$ cat src/rtl/color_centroid_tracker.sv
`default_nettype none
// ============================================================================
// Module   : color_centroid_tracker
// Brief    : Per-frame colour-match count and centroid over a raster RGB stream.
//            Optional bounding box tracking is built when CENTROID_BBOX_EN is defined.
// Revision : 1.0 - initial release
// ============================================================================
module color_centroid_tracker #(
   parameter int WIDTH       = 640,
   parameter int HEIGHT      = 480,
   parameter int PIXEL_DEPTH = 8,
   parameter int MIN_COUNT   = 16
) (
   input  logic                   clk,
   input  logic                   reset_n,
   input  logic                   valid_i,
   input  logic [PIXEL_DEPTH-1:0] input_R,
   input  logic [PIXEL_DEPTH-1:0] input_G,
   input  logic [PIXEL_DEPTH-1:0] input_B,
   input  logic [PIXEL_DEPTH-1:0] thr_R_min,
   input  logic [PIXEL_DEPTH-1:0] thr_G_max,
   input  logic [PIXEL_DEPTH-1:0] thr_B_max,
   output logic                   result_valid,
   output logic                   found,
   output logic [9:0]             centroid_x,
   output logic [8:0]             centroid_y,
   output logic [18:0]            pixel_count,
   output logic                   frame_dropped,
   output logic [9:0]             bbox_x_min,
   output logic [9:0]             bbox_x_max,
   output logic [8:0]             bbox_y_min,
   output logic [8:0]             bbox_y_max
);
   localparam logic [9:0]  COL_LAST  = 10'(WIDTH - 1);
   localparam logic [8:0]  ROW_LAST  = 9'(HEIGHT - 1);
   localparam logic [18:0] MIN_CNT   = 19'(MIN_COUNT);
   localparam logic [4:0]  STEP_LAST = 5'd27;

   typedef enum logic [1:0] {IDLE, DIV_X, DIV_Y, DONE} state_t;
   state_t state_q, state_d;

   logic [9:0]  col_q, col_d;
   logic [8:0]  row_q, row_d;
   logic [18:0] count_q, count_d;
   logic [27:0] sum_x_q, sum_x_d;
   logic [27:0] sum_y_q, sum_y_d;
   logic [18:0] divisor_q, divisor_d;
   logic [27:0] sum_y_snap_q, sum_y_snap_d;
   logic [27:0] dvd_q, dvd_d;
   logic [18:0] rem_q, rem_d;
   logic [9:0]  quot_x_q, quot_x_d;
   logic [4:0]  step_q, step_d;
   logic        result_valid_q, result_valid_d;
   logic        found_q, found_d;
   logic [9:0]  centroid_x_q, centroid_x_d;
   logic [8:0]  centroid_y_q, centroid_y_d;
   logic [18:0] pixel_count_q, pixel_count_d;
   logic        frame_dropped_q, frame_dropped_d;

   logic        w_match, w_hit, w_eof, w_snap, w_done_skip, w_done_div, w_ge;
   logic [18:0] w_count_tot;
   logic [27:0] w_sum_x_tot, w_sum_y_tot, w_dvd_next;
   logic [19:0] w_trial;

   assign w_match     = (input_R >= thr_R_min) && (input_G <= thr_G_max) && (input_B <= thr_B_max);
   assign w_hit       = valid_i && w_match;
   assign w_eof       = valid_i && (col_q == COL_LAST) && (row_q == ROW_LAST);
   assign w_count_tot = count_q + {18'd0, w_hit};
   assign w_sum_x_tot = sum_x_q + (w_hit ? {18'd0, col_q} : 28'd0);
   assign w_sum_y_tot = sum_y_q + (w_hit ? {19'd0, row_q} : 28'd0);
   assign w_snap      = w_eof && (state_q == IDLE);
   assign w_done_skip = w_snap && (w_count_tot < MIN_CNT);
   assign w_done_div  = (state_q == DIV_Y) && (step_q == STEP_LAST);

   // One restoring step: the dividend shifts out the top while quotient bits shift in below.
   assign w_trial    = {rem_q, dvd_q[27]};
   assign w_ge       = w_trial >= {1'b0, divisor_q};
   assign w_dvd_next = {dvd_q[26:0], w_ge};

   always_comb begin
      state_d         = state_q;
      col_d           = col_q;
      row_d           = row_q;
      count_d         = count_q;
      sum_x_d         = sum_x_q;
      sum_y_d         = sum_y_q;
      divisor_d       = divisor_q;
      sum_y_snap_d    = sum_y_snap_q;
      dvd_d           = dvd_q;
      rem_d           = rem_q;
      quot_x_d        = quot_x_q;
      step_d          = step_q;
      result_valid_d  = 1'b0;
      found_d         = found_q;
      centroid_x_d    = centroid_x_q;
      centroid_y_d    = centroid_y_q;
      pixel_count_d   = pixel_count_q;
      frame_dropped_d = w_eof && (state_q != IDLE);

      if (valid_i) begin
         if (col_q == COL_LAST) begin
            col_d = 10'd0;
            row_d = (row_q == ROW_LAST) ? 9'd0 : row_q + 9'd1;
         end else begin
            col_d = col_q + 10'd1;
         end
         if (w_eof) begin
            count_d = 19'd0;
            sum_x_d = 28'd0;
            sum_y_d = 28'd0;
         end else begin
            count_d = w_count_tot;
            sum_x_d = w_sum_x_tot;
            sum_y_d = w_sum_y_tot;
         end
      end

      case (state_q)
         IDLE: begin
            if (w_snap) begin
               divisor_d    = w_count_tot;
               dvd_d        = w_sum_x_tot;
               sum_y_snap_d = w_sum_y_tot;
               rem_d        = 19'd0;
               step_d       = 5'd0;
               if (w_done_skip) begin
                  state_d        = DONE;
                  result_valid_d = 1'b1;
                  found_d        = 1'b0;
                  pixel_count_d  = w_count_tot;
                  centroid_x_d   = 10'd0;
                  centroid_y_d   = 9'd0;
               end else begin
                  state_d = DIV_X;
               end
            end
         end
         DIV_X: begin
            rem_d  = 19'(w_ge ? w_trial - {1'b0, divisor_q} : w_trial);
            dvd_d  = w_dvd_next;
            step_d = step_q + 5'd1;
            if (step_q == STEP_LAST) begin
               quot_x_d = w_dvd_next[9:0];
               dvd_d    = sum_y_snap_q;
               rem_d    = 19'd0;
               step_d   = 5'd0;
               state_d  = DIV_Y;
            end
         end
         DIV_Y: begin
            rem_d  = 19'(w_ge ? w_trial - {1'b0, divisor_q} : w_trial);
            dvd_d  = w_dvd_next;
            step_d = step_q + 5'd1;
            if (w_done_div) begin
               state_d        = DONE;
               result_valid_d = 1'b1;
               found_d        = 1'b1;
               pixel_count_d  = divisor_q;
               centroid_x_d   = quot_x_q;
               centroid_y_d   = w_dvd_next[8:0];
            end
         end
         default: state_d = IDLE;
      endcase
   end

   always_ff @(posedge clk) begin
      if (!reset_n) begin
         state_q         <= IDLE;
         col_q           <= '0;
         row_q           <= '0;
         count_q         <= '0;
         sum_x_q         <= '0;
         sum_y_q         <= '0;
         divisor_q       <= '0;
         sum_y_snap_q    <= '0;
         dvd_q           <= '0;
         rem_q           <= '0;
         quot_x_q        <= '0;
         step_q          <= '0;
         result_valid_q  <= 1'b0;
         found_q         <= 1'b0;
         centroid_x_q    <= '0;
         centroid_y_q    <= '0;
         pixel_count_q   <= '0;
         frame_dropped_q <= 1'b0;
      end else begin
         state_q         <= state_d;
         col_q           <= col_d;
         row_q           <= row_d;
         count_q         <= count_d;
         sum_x_q         <= sum_x_d;
         sum_y_q         <= sum_y_d;
         divisor_q       <= divisor_d;
         sum_y_snap_q    <= sum_y_snap_d;
         dvd_q           <= dvd_d;
         rem_q           <= rem_d;
         quot_x_q        <= quot_x_d;
         step_q          <= step_d;
         result_valid_q  <= result_valid_d;
         found_q         <= found_d;
         centroid_x_q    <= centroid_x_d;
         centroid_y_q    <= centroid_y_d;
         pixel_count_q   <= pixel_count_d;
         frame_dropped_q <= frame_dropped_d;
      end
   end

   assign result_valid  = result_valid_q;
   assign found         = found_q;
   assign centroid_x    = centroid_x_q;
   assign centroid_y    = centroid_y_q;
   assign pixel_count   = pixel_count_q;
   assign frame_dropped = frame_dropped_q;

`ifdef CENTROID_BBOX_EN
   logic [9:0] bx_min_q, bx_min_d, bx_max_q, bx_max_d;
   logic [8:0] by_min_q, by_min_d, by_max_q, by_max_d;
   logic [9:0] sbx_min_q, sbx_min_d, sbx_max_q, sbx_max_d;
   logic [8:0] sby_min_q, sby_min_d, sby_max_q, sby_max_d;
   logic [9:0] obx_min_q, obx_min_d, obx_max_q, obx_max_d;
   logic [8:0] oby_min_q, oby_min_d, oby_max_q, oby_max_d;
   logic [9:0] w_bx_min_tot, w_bx_max_tot;
   logic [8:0] w_by_min_tot, w_by_max_tot;

   assign w_bx_min_tot = (w_hit && col_q < bx_min_q) ? col_q : bx_min_q;
   assign w_bx_max_tot = (w_hit && col_q > bx_max_q) ? col_q : bx_max_q;
   assign w_by_min_tot = (w_hit && row_q < by_min_q) ? row_q : by_min_q;
   assign w_by_max_tot = (w_hit && row_q > by_max_q) ? row_q : by_max_q;

   always_comb begin
      bx_min_d  = bx_min_q;
      bx_max_d  = bx_max_q;
      by_min_d  = by_min_q;
      by_max_d  = by_max_q;
      sbx_min_d = sbx_min_q;
      sbx_max_d = sbx_max_q;
      sby_min_d = sby_min_q;
      sby_max_d = sby_max_q;
      obx_min_d = obx_min_q;
      obx_max_d = obx_max_q;
      oby_min_d = oby_min_q;
      oby_max_d = oby_max_q;
      if (valid_i) begin
         bx_min_d = w_eof ? COL_LAST : w_bx_min_tot;
         bx_max_d = w_eof ? 10'd0    : w_bx_max_tot;
         by_min_d = w_eof ? ROW_LAST : w_by_min_tot;
         by_max_d = w_eof ? 9'd0     : w_by_max_tot;
      end
      if (w_snap) begin
         sbx_min_d = w_bx_min_tot;
         sbx_max_d = w_bx_max_tot;
         sby_min_d = w_by_min_tot;
         sby_max_d = w_by_max_tot;
      end
      if (w_done_skip) begin
         obx_min_d = 10'd0;
         obx_max_d = 10'd0;
         oby_min_d = 9'd0;
         oby_max_d = 9'd0;
      end else if (w_done_div) begin
         obx_min_d = sbx_min_q;
         obx_max_d = sbx_max_q;
         oby_min_d = sby_min_q;
         oby_max_d = sby_max_q;
      end
   end

   // Trackers come out of reset at their frame-start values, since a frame starts at release.
   always_ff @(posedge clk) begin
      if (!reset_n) begin
         bx_min_q  <= COL_LAST;
         bx_max_q  <= '0;
         by_min_q  <= ROW_LAST;
         by_max_q  <= '0;
         sbx_min_q <= '0;
         sbx_max_q <= '0;
         sby_min_q <= '0;
         sby_max_q <= '0;
         obx_min_q <= '0;
         obx_max_q <= '0;
         oby_min_q <= '0;
         oby_max_q <= '0;
      end else begin
         bx_min_q  <= bx_min_d;
         bx_max_q  <= bx_max_d;
         by_min_q  <= by_min_d;
         by_max_q  <= by_max_d;
         sbx_min_q <= sbx_min_d;
         sbx_max_q <= sbx_max_d;
         sby_min_q <= sby_min_d;
         sby_max_q <= sby_max_d;
         obx_min_q <= obx_min_d;
         obx_max_q <= obx_max_d;
         oby_min_q <= oby_min_d;
         oby_max_q <= oby_max_d;
      end
   end

   assign bbox_x_min = obx_min_q;
   assign bbox_x_max = obx_max_q;
   assign bbox_y_min = oby_min_q;
   assign bbox_y_max = oby_max_q;
`else
   assign bbox_x_min = 10'd0;
   assign bbox_x_max = 10'd0;
   assign bbox_y_min = 9'd0;
   assign bbox_y_max = 9'd0;
`endif

endmodule
`default_nettype wire

$ cat config.mk
export PLATFORM = sky130hd
export DESIGN_NAME = color_centroid_tracker
export DESIGN_NICKNAME = d
export VERILOG_FILES = /design/src/rtl/color_centroid_tracker.sv
export SDC_FILE = /design/constraint.sdc
export NUM_CORES = 1
export LEC_CHECK = 0
export CORE_AREA = 2 2 219 221
export DETAILED_ROUTE_END_ITERATION = 8
export DIE_AREA = 0 0 221 223
export HOLD_SLACK_MARGIN = 0.12
export PLACE_DENSITY_LB_ADDON = 0.05
export SETUP_SLACK_MARGIN = 0.2
export SKIP_LAST_GASP = 1
export SLEW_MARGIN = 20
export SYNTH_ARGS = -nofsm -noshare
export SYNTH_HDL_FRONTEND = slang
export SYNTH_SLANG_ARGS = --single-unit
$ cat constraint.sdc
create_clock -name clk -period 7.2 [get_ports clk]
set_clock_uncertainty 0.05 [all_clocks]
set_input_delay 1.44 -clock clk [delete_from_list [all_inputs] [get_ports clk]]
set_output_delay 1.44 -clock clk [all_outputs]
set_load 0.01 [all_outputs]
Word-level counts from Yosys, hierarchy flattened
Cells that the tools add are included.
{"block": "word_totals", "ff_bits": 246, "input_bits": 51, "word_cells": 100}
{"block": "classes", "addsub": 7, "order_cmp": 5, "n_eq_ne": 9, "n_mux": 42, "reduce_logical": 19}
{"cell": "19-bit two-way mux", "count": 7}
{"cell": "28-bit two-way mux", "count": 4}
{"cell": "28-bit case mux with 3 select lines", "count": 1}
{"cell": "19-bit case mux with 3 select lines", "count": 1}
{"cell": "10-bit two-way mux", "count": 5}
{"cell": "9-bit two-way mux", "count": 5}
{"cell": "19-bit case mux with 2 select lines", "count": 1}
{"cell": "28-bit by 10-bit adder with 28-bit output", "count": 1}
{"cell": "28-bit by 9-bit adder with 28-bit output", "count": 1}
{"cell": "20-bit by 19-bit greater-or-equal comparator with 1-bit output", "count": 1}
{"cell": "10-bit case mux with 2 select lines", "count": 1}
{"cell": "19-bit by 1-bit adder with 19-bit output", "count": 1}
{"cell": "19-bit by 5-bit < comparator with 1-bit output, second input constant", "count": 1}
{"cell": "19-bit subtractor", "count": 1}
{"cell": "9-bit case mux with 2 select lines", "count": 1}
{"cell": "8-bit <= comparator", "count": 2}
{"cell": "5-bit case mux with 3 select lines", "count": 1}
{"cell": "10-bit by 1-bit adder with 10-bit output, second input constant", "count": 1}
{"cell": "10-bit == test, second input constant", "count": 1}
{"cell": "5-bit two-way mux", "count": 2}
{"cell": "9-bit by 1-bit adder with 9-bit output, second input constant", "count": 1}
{"cell": "9-bit == test, second input constant", "count": 1}
{"cell": "1-bit logical AND", "count": 9}
{"cell": "8-bit greater-or-equal comparator", "count": 1}
{"cell": "other kinds (15)", "count": 31}

Longest topological paths before layout
Gate-level depths: netlist of run 1.
{"block": "logic_depth", "word_depth": 10, "mapped_depth": 23, "mapped_depth_nobuf": 20}

Worst setup path before layout of run 1
No wires, ideal clock.
{"block": "synth_path", "path_kind": "in2reg", "from": "input input_R[0]", "to": "register dvd_q[20]", "setup_time_ns": 0.132, "arrival_time_ns": 5.453, "required_time_ns": 7.018, "path_slack_ns": 1.564, "path_stages": 21, "path_cell_list": "inv_1 ha_1 nand2b_1 a21o_1 a21o_1 a21o_1 a21o_1 a211o_1 a21oi_1 clkbuf_1 nor3b_1 ha_1 fa_1 a21o_1 a21oi_1 o21ai_0 a211oi_1 nor2_1 xor2_1 a222oi_1 a21oi_1"}
{"block": "synth_via", "elab_chain_len": 8}
{"item": "start: declaration", "line": "17", "source": "input logic [PIXEL_DEPTH-1:0] input_R,"}
{"item": "8-bit greater-or-equal comparator", "line": "65", "source": "assign w_match = (input_R >= thr_R_min) && (input_G <= thr_G_max) && (input_B <= thr_B_max);"}
{"item": "1-bit logical AND (2 in series)", "line": "65"}
{"item": "1-bit logical AND", "line": "66", "source": "assign w_hit = valid_i && w_match;"}
{"item": "10-bit two-way mux", "line": "69", "source": "assign w_sum_x_tot = sum_x_q + (w_hit ? {18'd0, col_q} : 28'd0);"}
{"item": "28-bit by 10-bit adder with 28-bit output", "line": "69"}
{"item": "28-bit two-way mux", "line": "120", "source": "if (w_snap) begin"}
{"item": "28-bit case mux with 3 select lines", "line": "118", "source": "case (state_q)"}
{"item": "end signal: assignment", "line": "196", "source": "dvd_q <= dvd_d;"}
{"item": "end: declaration", "line": "49", "source": "logic [27:0] dvd_q, dvd_d;"}
No other way between the ends. The select of a mux whose other input is x is not followed.
A chain may end at the register's enable or synchronous reset.

Worst setup path after layout of run 1
{"block": "layout_path", "from": "input thr_G_max[1]", "to": "register pixel_count_q[7] (netlist: pixel_count[7])"}
{"block": "layout_via", "elab_chain_len": 9, "elab_cells_between_ends": 12, "classes_between": "add/sub: 1; order compare: 2; eq/ne: 1; mux: 3; reduce/logical: 5"}
{"item": "start: declaration", "line": "21", "source": "input logic [PIXEL_DEPTH-1:0] thr_G_max,"}
{"item": "8-bit <= comparator (*)", "line": "65"}
{"item": "1-bit logical AND (*) (2 in series)", "line": "65"}
{"item": "1-bit logical AND (*)", "line": "66"}
{"item": "19-bit by 1-bit adder with 19-bit output (*)", "line": "68", "source": "assign w_count_tot = count_q + {18'd0, w_hit};"}
{"item": "19-bit by 5-bit < comparator with 1-bit output", "line": "72", "source": "assign w_done_skip = w_snap && (w_count_tot < MIN_CNT);"}
{"item": "1-bit logical AND", "line": "72"}
{"item": "2-bit inequality test (no source line)"}
{"item": "4-bit AND reduction (no source line)"}
{"item": "end signal: assignment", "line": "204", "source": "pixel_count_q <= pixel_count_d;"}
{"item": "end: declaration", "line": "57", "source": "logic [18:0] pixel_count_q, pixel_count_d;"}
Every way passes the cells marked *; elsewhere a longest branch is shown, timed or not. The select of a mux whose other input is x is not followed.

==> results of run 1 <==
-- area by class of cell --
cell class                      count  area, um^2  area share
Clock buffer                       41         873      0.0531
Tap cell                          615         769      0.0468
Clock inverter                     16         221      0.0135
Multi-Input combinational cell   1339        8220       0.500
Inverter                           68         258      0.0157
Sequential cell                   246        4920       0.299
Timing Repair Buffer              123        1180      0.0718
-- Yosys cell counts (9+ instances only) --
master    instances  area, um^2
a222oi_1          9        90.1
xor2_1           50         438
a211oi_1         34         255
o21ai_0         145         726
clkbuf_1         94         353
nor4_1            9        56.3
ha_1             72         901
nand4_1          28         175
dfxtp_1         246        4920
nor3b_1          22         165
xnor2_1          44         385
a21o_1           17         128
a31oi_1          29         181
and3_1           19         119
a21oi_1         150         751
and2_1            9        56.3
a221oi_1         16         140
o21a_1           12        90.1
nand2_1         145         544
mux2i_1          14         140
nor3_1           21         105
nand3_1         113         566
inv_1            67         251
o31ai_1          10        75.1
nor2_1          190         713
nor2b_1          12        75.1
buf_4            38         285
buf_2            16        80.1
a22oi_1           9        67.6
nand2b_1         14        87.6
-- worst reg2reg max path: cells and delay by family, from the launching register on --
kind            cells  cell delay [ns]
mux                 1             0.25
flops               1             0.35
buf+inv             3             0.60
compound gates      6             1.88
fa+ha+maj           2             0.63
-- per-stage QoR --
stage | instance area (um^2) | power [mW] | hold slack (ns)
global route | 16400 | 3.31 | 0.416
finish | 16400 | 3.19 | 0.396
detailed placement | 15300 | 1.54 | 0.390
CTS | 16400 | 3.24 | 0.398
floorplan | 14100 | 1.49 | 0.377
global placement | 15300 | 1.54 | 0.389
-- worst max-delay path by stage --
stage	slack, ns	endpoint	depth (start not counted)
floorplan	1.56	dvd_q[20]	21
global placement	0.59	pixel_count[7]	22
detailed placement	0.51	pixel_count[7]	22
CTS	1.09	pixel_count[17]	20
global route	0.63	pixel_count[9]	22
finish	1.13	pixel_count[7]	22
-- flip-flops by register name, summed over array words and instances, names as in the netlist, 2 cells and up --
name and flops:
centroid_x 10, centroid_y 9, col_q 10, count_q 19, divisor_q 19, dvd_q 28
pixel_count 19, quot_x_q 10, rem_q 19, row_q 9, state_q 2, step_q 5
sum_x_q 28, sum_y_q 28, sum_y_snap_q 28
-- metal layers --
| layer | vias up | part of all wire |
|---|---|---|
| li1 | 6322 | - |
| met1 | 5870 | 0.49 |
| met2 | 251 | 0.46 |
| met3 | 55 | 0.039 |
| met4 | 0 | 0.017 |
| met5 | - | 0 |
-- kinds of logic after synthesis --
| group | count (synthesis) |
|---|---|
| DFF | 246 |
| and+or+nand+nor | 622 |
| adders and majority gates | 75 |
| AOI/OAI and AO/OA | 495 |
| buffers and inverters | 229 |
| muxes | 15 |
| xor gates and xnor gates | 94 |
| other | 1 |
-- power by group --
part	switching, mW	internal (mW)
clock	0.655	1.03
combinational	0.0897	0.0512
sequential	0.00170	1.36
==> out/results.tsv, run 1 <==
stage	metric	value	unit
global_routing	gr-total-overflow	0	
detailed_routing	drt_iter0_markers	729	
place	dpl.cell_count	2390	
power	power_density	194	nW/um^2
timing	fmax	165	MHz
place	place_ws	0.507	ns
floorplan	io_pins	130	
synth	synth_seq_area_share	0.352	
timing	min_period	6.07	ns
worst_setup_path	cp_cell_sequence	clkdlybuf4s50_1 > inv_1 > ha_1 > nor2b_1 > o21a_1 > o21ai_0 > nand2b_1 > a21oi_1 > o21ai_0 > a221o_1 > nor2_1 > ha_1 > ha_1 > nand4_2 > nor4_1 > xor2_1 > a2111o_1 > nor4_4 > o21ai_4 > buf_12 > mux2i_1 > nor2_1	
synth	synth_cells	1777	
synth	synth_area	14000	um^2
min_path	hold_class	flip-flop to flip-flop	
worst_setup_path	cp_top_family	simple AND/OR/NAND/NOR gates	
cells_and_area	syn_to_final_growth	17.6	%
worst_setup_path	critPathMaxStageDelay	0.51	ns
global_routing	grt_antenna_before_repair	1	
floorplan	die_w	221	um
synth	synth_edf_count	0	
cells_and_area	stdcell_count	2448	
synth	synth_xor_area_frac	0.0589	
detailed_routing	vias	12500	
global_routing	grtUsageTotal	0.176	
clock_network	cts_sinks	246	
floorplan	core_area	47100	um^2
floorplan	rows	80	
global_routing	grtUsageMet3	0.0199	
timing	tightest_slew	0.902	ns
floorplan	die_h	223	um
synth	muxShareOfSynthArea	0.0108	
worst_setup_path	cpMaxStageDelayCell	nor4_1	
worst_setup_path	crit_fanout	70	
synth	synth_compound_area_frac	0.220	
worst_setup_path	worstSetupEndpointType	flip-flop	
min_path	holdPathStages	2	
detailed_routing	drc	0	
worst_setup_path	startpoint_type	input port	
synth	synth_simple_gate_area_frac	0.215	
synth	synthFlopType	dfxtp_1	
worst_setup_path	r2r-start	dvd_q[27]	
synth	synth_top_family_by_area	compound AO/OA/AOI/OAI gates	
worst_setup_path	path_buf_inv	3	
worst_setup_path	r2r_setup_slack	3.29	ns
synth	synth_area_per_cell	7.87	um^2
global_routing	grtUsageMet2	0.293	
run	cap_violations	0	
power	p_leak	6.12	nW
clock_network	numCtsBuffers	31	
worst_setup_path	critPathArrivalTime	6.46	ns
place	hpwl	30700	um
cells_and_area	fill_cells	4928	
worst_setup_path	crit_type	input port to flip-flop	
clock_network	cts_resized	0	
clock_network	cts_buffer_depth	3	
global_routing	grt_pass1_vias	12000	
clock_network	cts_setup_buffers	0	
cells_and_area	antenna_cells	0	
timing	grt_setup_unrepaired	false	
synth	ys_seq_elements	246	
power	vdd_drop_max	0.000183	V
clock_network	htreeDepth	1	
place	port_buffers	91	
clock_network	clk_pin_slew	0.06	ns
detailed_routing	wire_per_inst	18.0	um
cells_and_area	drive_above_1_share	0.0606	
floorplan	start_util	0.297	
timing	fin_crit_sh	0.843	
worst_setup_path	setup.worst_path.start	thr_G_max[1]	
synth	yosys.area_share.adder	0.0687	
cells_and_area	final_util	0.349	
global_routing	grt_max_degree	71	
synth	synthDistinctLibCells	77	
global_routing	grt_pass1_wl	69900	um
timing	finalWorstSetupSlack	1.13	ns
detailed_routing	viasPerCell	5.11	
timing	setup_viol	0	
min_path	hold_start	sum_y_snap_q[2]	
worst_setup_path	cpMostUsedCell	ha_1	
cells_and_area	finalNetCount	1935	
synth	synthArstFlopShare	0	
clock_network	root_buffer	clkbuf_16	
clock_network	cts_tree	yes	
floorplan	die-area	49300	um^2
cells_and_area	layout_common_cells	dfxtp_1, nor2_1, a21oi_1	
timing	finalSetupTns	0	ns
detailed_routing	final_antenna_net_count	0	
worst_setup_path	regToRegEndpoint	rem_q[1]	
global_routing	groute.layer.met1.usage	0.244	
worst_setup_path	r2r_cells	12	
clock_network	clock_latency	0.58	ns
clock_network	cts_hold_buf	0	
outcome	status	completed	
cells_and_area	layout_commonest_cell	dfxtp_1	
min_path	min_to	sum_y_snap_q[2]	
synth	ys_warn_count	0	
worst_setup_path	worst_ep_required_time	7.59	ns
detailed_routing	postRouteWirelength	44200	um
global_routing	grt.busiest_layer	met2	
timing	hold_viol	0	
timing	maxSlewViolCount	0	
detailed_routing	drtPass1Iterations	7	
place	gp_congestion	0.821	
timing	relSlewSlack	0.394	
No activity file was read; power rests on OpenSTA's default activity.
==> run 2: changes to the inputs <==
clock period = 4.9 ns   (was 7.2 ns; I/O delays follow)
==> run 2 against run 1 <==
Hold slack better by 0.0033 ns; largest cell class unchanged; via count grew 5.3%; clock power grew 49%.
==> out/results.tsv, run 2 (synthesis results as in run 1) <==
stage	metric	value	unit	change
worst_setup_path	startpoint_type	input port		
power	p_leak	7.26	nW	+19%
floorplan	start_util	0.297		unchanged
cells_and_area	antenna_cells	0		unchanged
timing	grt_setup_unrepaired	true		
global_routing	grt_max_degree	81		+14%
cells_and_area	drive_above_1_share	0.170		+0.109
global_routing	grtUsageTotal	0.184		+0.00801
global_routing	groute.layer.met1.usage	0.251		+0.00701
global_routing	gr-total-overflow	0		unchanged
global_routing	grt.busiest_layer	met2		
worst_setup_path	cpMostUsedCell	ha_4		
worst_setup_path	worstSetupEndpointType	flip-flop		
worst_setup_path	worst_ep_required_time	5.25	ns	-2.34 ns
cells_and_area	syn_to_final_growth	31.3	%	
clock_network	htreeDepth	2		+1
floorplan	rows	80		unchanged
detailed_routing	drt_iter0_markers	788		+8.1%
floorplan	die-area	49300	um^2	unchanged
power	vdd_drop_max	0.000241	V	+31%
worst_setup_path	path_buf_inv	4		+1
timing	fmax	220	MHz	
place	placed_cell_area	16400	um^2	+7.1%
detailed_routing	viasPerCell	5.06		-0.81%
global_routing	grtUsageMet2	0.303		+0.00948
place	dpl.cell_count	2510		+5.0%
clock_network	cts_hold_buf	0		unchanged
clock_network	root_buffer	clkbuf_16		
place	gp_congestion	0.836		+1.8%
power	power_density	259	nW/um^2	+34%
floorplan	die_h	223	um	unchanged
floorplan	core_area	47100	um^2	unchanged
worst_setup_path	critPathArrivalTime	4.89	ns	-1.57 ns
floorplan	die_w	221	um	unchanged
worst_setup_path	crit_type	input port to flip-flop		
clock_network	cts_tree	yes		
worst_setup_path	critPathMaxStageDelay	0.45	ns	-0.06 ns
global_routing	grtUsageMet3	0.0246		+0.00474
detailed_routing	vias	13200		+5.3%
detailed_routing	wire_per_inst	17.8	um	-1.4%
worst_setup_path	crit_fanout	5		-93%
cells_and_area	layout_commonest_cell	dfxtp_1		
worst_setup_path	cpMaxStageDelayCell	clkdlybuf4s50_1		
floorplan	io_pins	130		unchanged
place	port_buffers	91		unchanged
place	hpwl	31600	um	+3.1%
detailed_routing	final_antenna_net_count	0		unchanged
clock_network	clk_pin_slew	0.05	ns	about the same
global_routing	grt_antenna_before_repair	0		-1
clock_network	cts_buffer_depth	3		unchanged
clock_network	clock_latency	0.54	ns	-0.04 ns
worst_setup_path	cp_cell_sequence	clkdlybuf4s50_1 > ha_4 > nand4_1 > or2_4 > a221o_2 > nor2_4 > ha_4 > ha_4 > nand4_4 > buf_4 > nor3_2 > xor2_1 > a2111o_1 > nor4_4 > o21ai_4 > buf_6 > buf_6 > nand3_1 > o41ai_1		
detailed_routing	postRouteWirelength	46200	um	+4.6%
run	cap_violations	0		unchanged
worst_setup_path	r2r_setup_slack	1.37	ns	-1.92 ns
clock_network	cts_sinks	246		unchanged
timing	setup_viol	0		unchanged
cells_and_area	layout_common_cells	dfxtp_1, nor2_1, buf_4		
cells_and_area	final_area	18400	um^2	+12%
detailed_routing	drtPass1Iterations	5		-2
outcome	status	completed		
power	total_power	4.76	mW	+49%
timing	relSlewSlack	0.304		-0.0907
timing	hold_viol	0		unchanged
place	place_ws	-0.928	ns	-1.43 ns
timing	fin_crit_sh	0.926		
timing	finalWorstSetupSlack	0.364	ns	-0.768 ns
min_path	hold_class	flip-flop to flip-flop		
cells_and_area	finalNetCount	2086		+7.8%
detailed_routing	drc	0		unchanged
timing	tightest_slew	1.04	ns	+0.139 ns
worst_setup_path	cp_top_family	simple AND/OR/NAND/NOR gates		
clock_network	numCtsBuffers	34		+9.7%
cells_and_area	stdcell_count	2598		+6.1%
timing	maxSlewViolCount	0		unchanged
global_routing	grt_pass1_wl	72700	um	+4.0%
timing	min_period	4.54	ns	
global_routing	grt_pass1_vias	12600		+5.0%
## run 2: cell count changes in the layout (fill, tap and decap cells not counted), sizes merged, moves of 3 or more
| cell | change |
|---|---|
| clkdlybuf4s50 | -30 |
| dlygate4sd2 | +8 |
| clkinv | -3 |
| clkbuf | +14 |
| dlymetal6s2s | +18 |
| bufinv | -3 |
| buf | +146 |
## run 2: layout make-up
cell class,count,area [um^2]
well taps,615,769
fillers,4864,28800
repair buffers,271,2530
flip-flops and latches,246,4920
clock inverters,7,87.6
inverters,68,270
clock buffers,52,1030
multi-input cells,1339,8750
## run 2: path summary, 6_finish.rpt
path | from | endpoint | cells after the start
setup / recovery | input_B[7] | pixel_count[17] | 19
hold / removal | sum_y_snap_q[0] | sum_y_snap_q[0] | 2
setup reg to reg | dvd_q[27] | rem_q[17] | 13
hold reg to reg | sum_y_snap_q[0] | sum_y_snap_q[0] | 2
## run 2: tightest hold or removal path: cells and delay by family (launching register included)
kind,cells,cell delay [ns]
AOI/OAI and AO/OA,1,0.05
DFF,1,0.30
and+or+nand+nor,1,0.05
## run 2: where the power goes
part,internal [mW],total [mW],switching [mW]
Sequential,2.00,2.01,0.00249
Combinational,0.102,0.250,0.148
Clock,1.55,2.51,0.955
Total,3.66,4.76,1.11
## run 2: repair_timing
action / in CTS / in global routing
pin swaps: 34 / 33
buffers inserted: 16 / 7
setup endpoints to repair: 133 / 101
resized for setup: 61 / 97
gates cloned: 3 / 3
## run 2: layer usage
layer,wire length [um],up-vias
li1,-,6642
met1,22300,6238
met2,21300,215
met3,1670,61
met4,892,0
met5,0,-
## run 2: per-stage QoR
step / setup TNS, ns / util / hold slack (ns)
4_1_cts: 0 / 0.380 / 0.403
3_5_place_dp: -98.04 / 0.348 / 0.394
3_3_place_gp: -97.44 / 0.348 / 0.390
6_report: 0 / 0.389 / 0.400
5_1_grt: 0 / 0.389 / 0.414
2_1_floorplan: 0 / - / 0.377
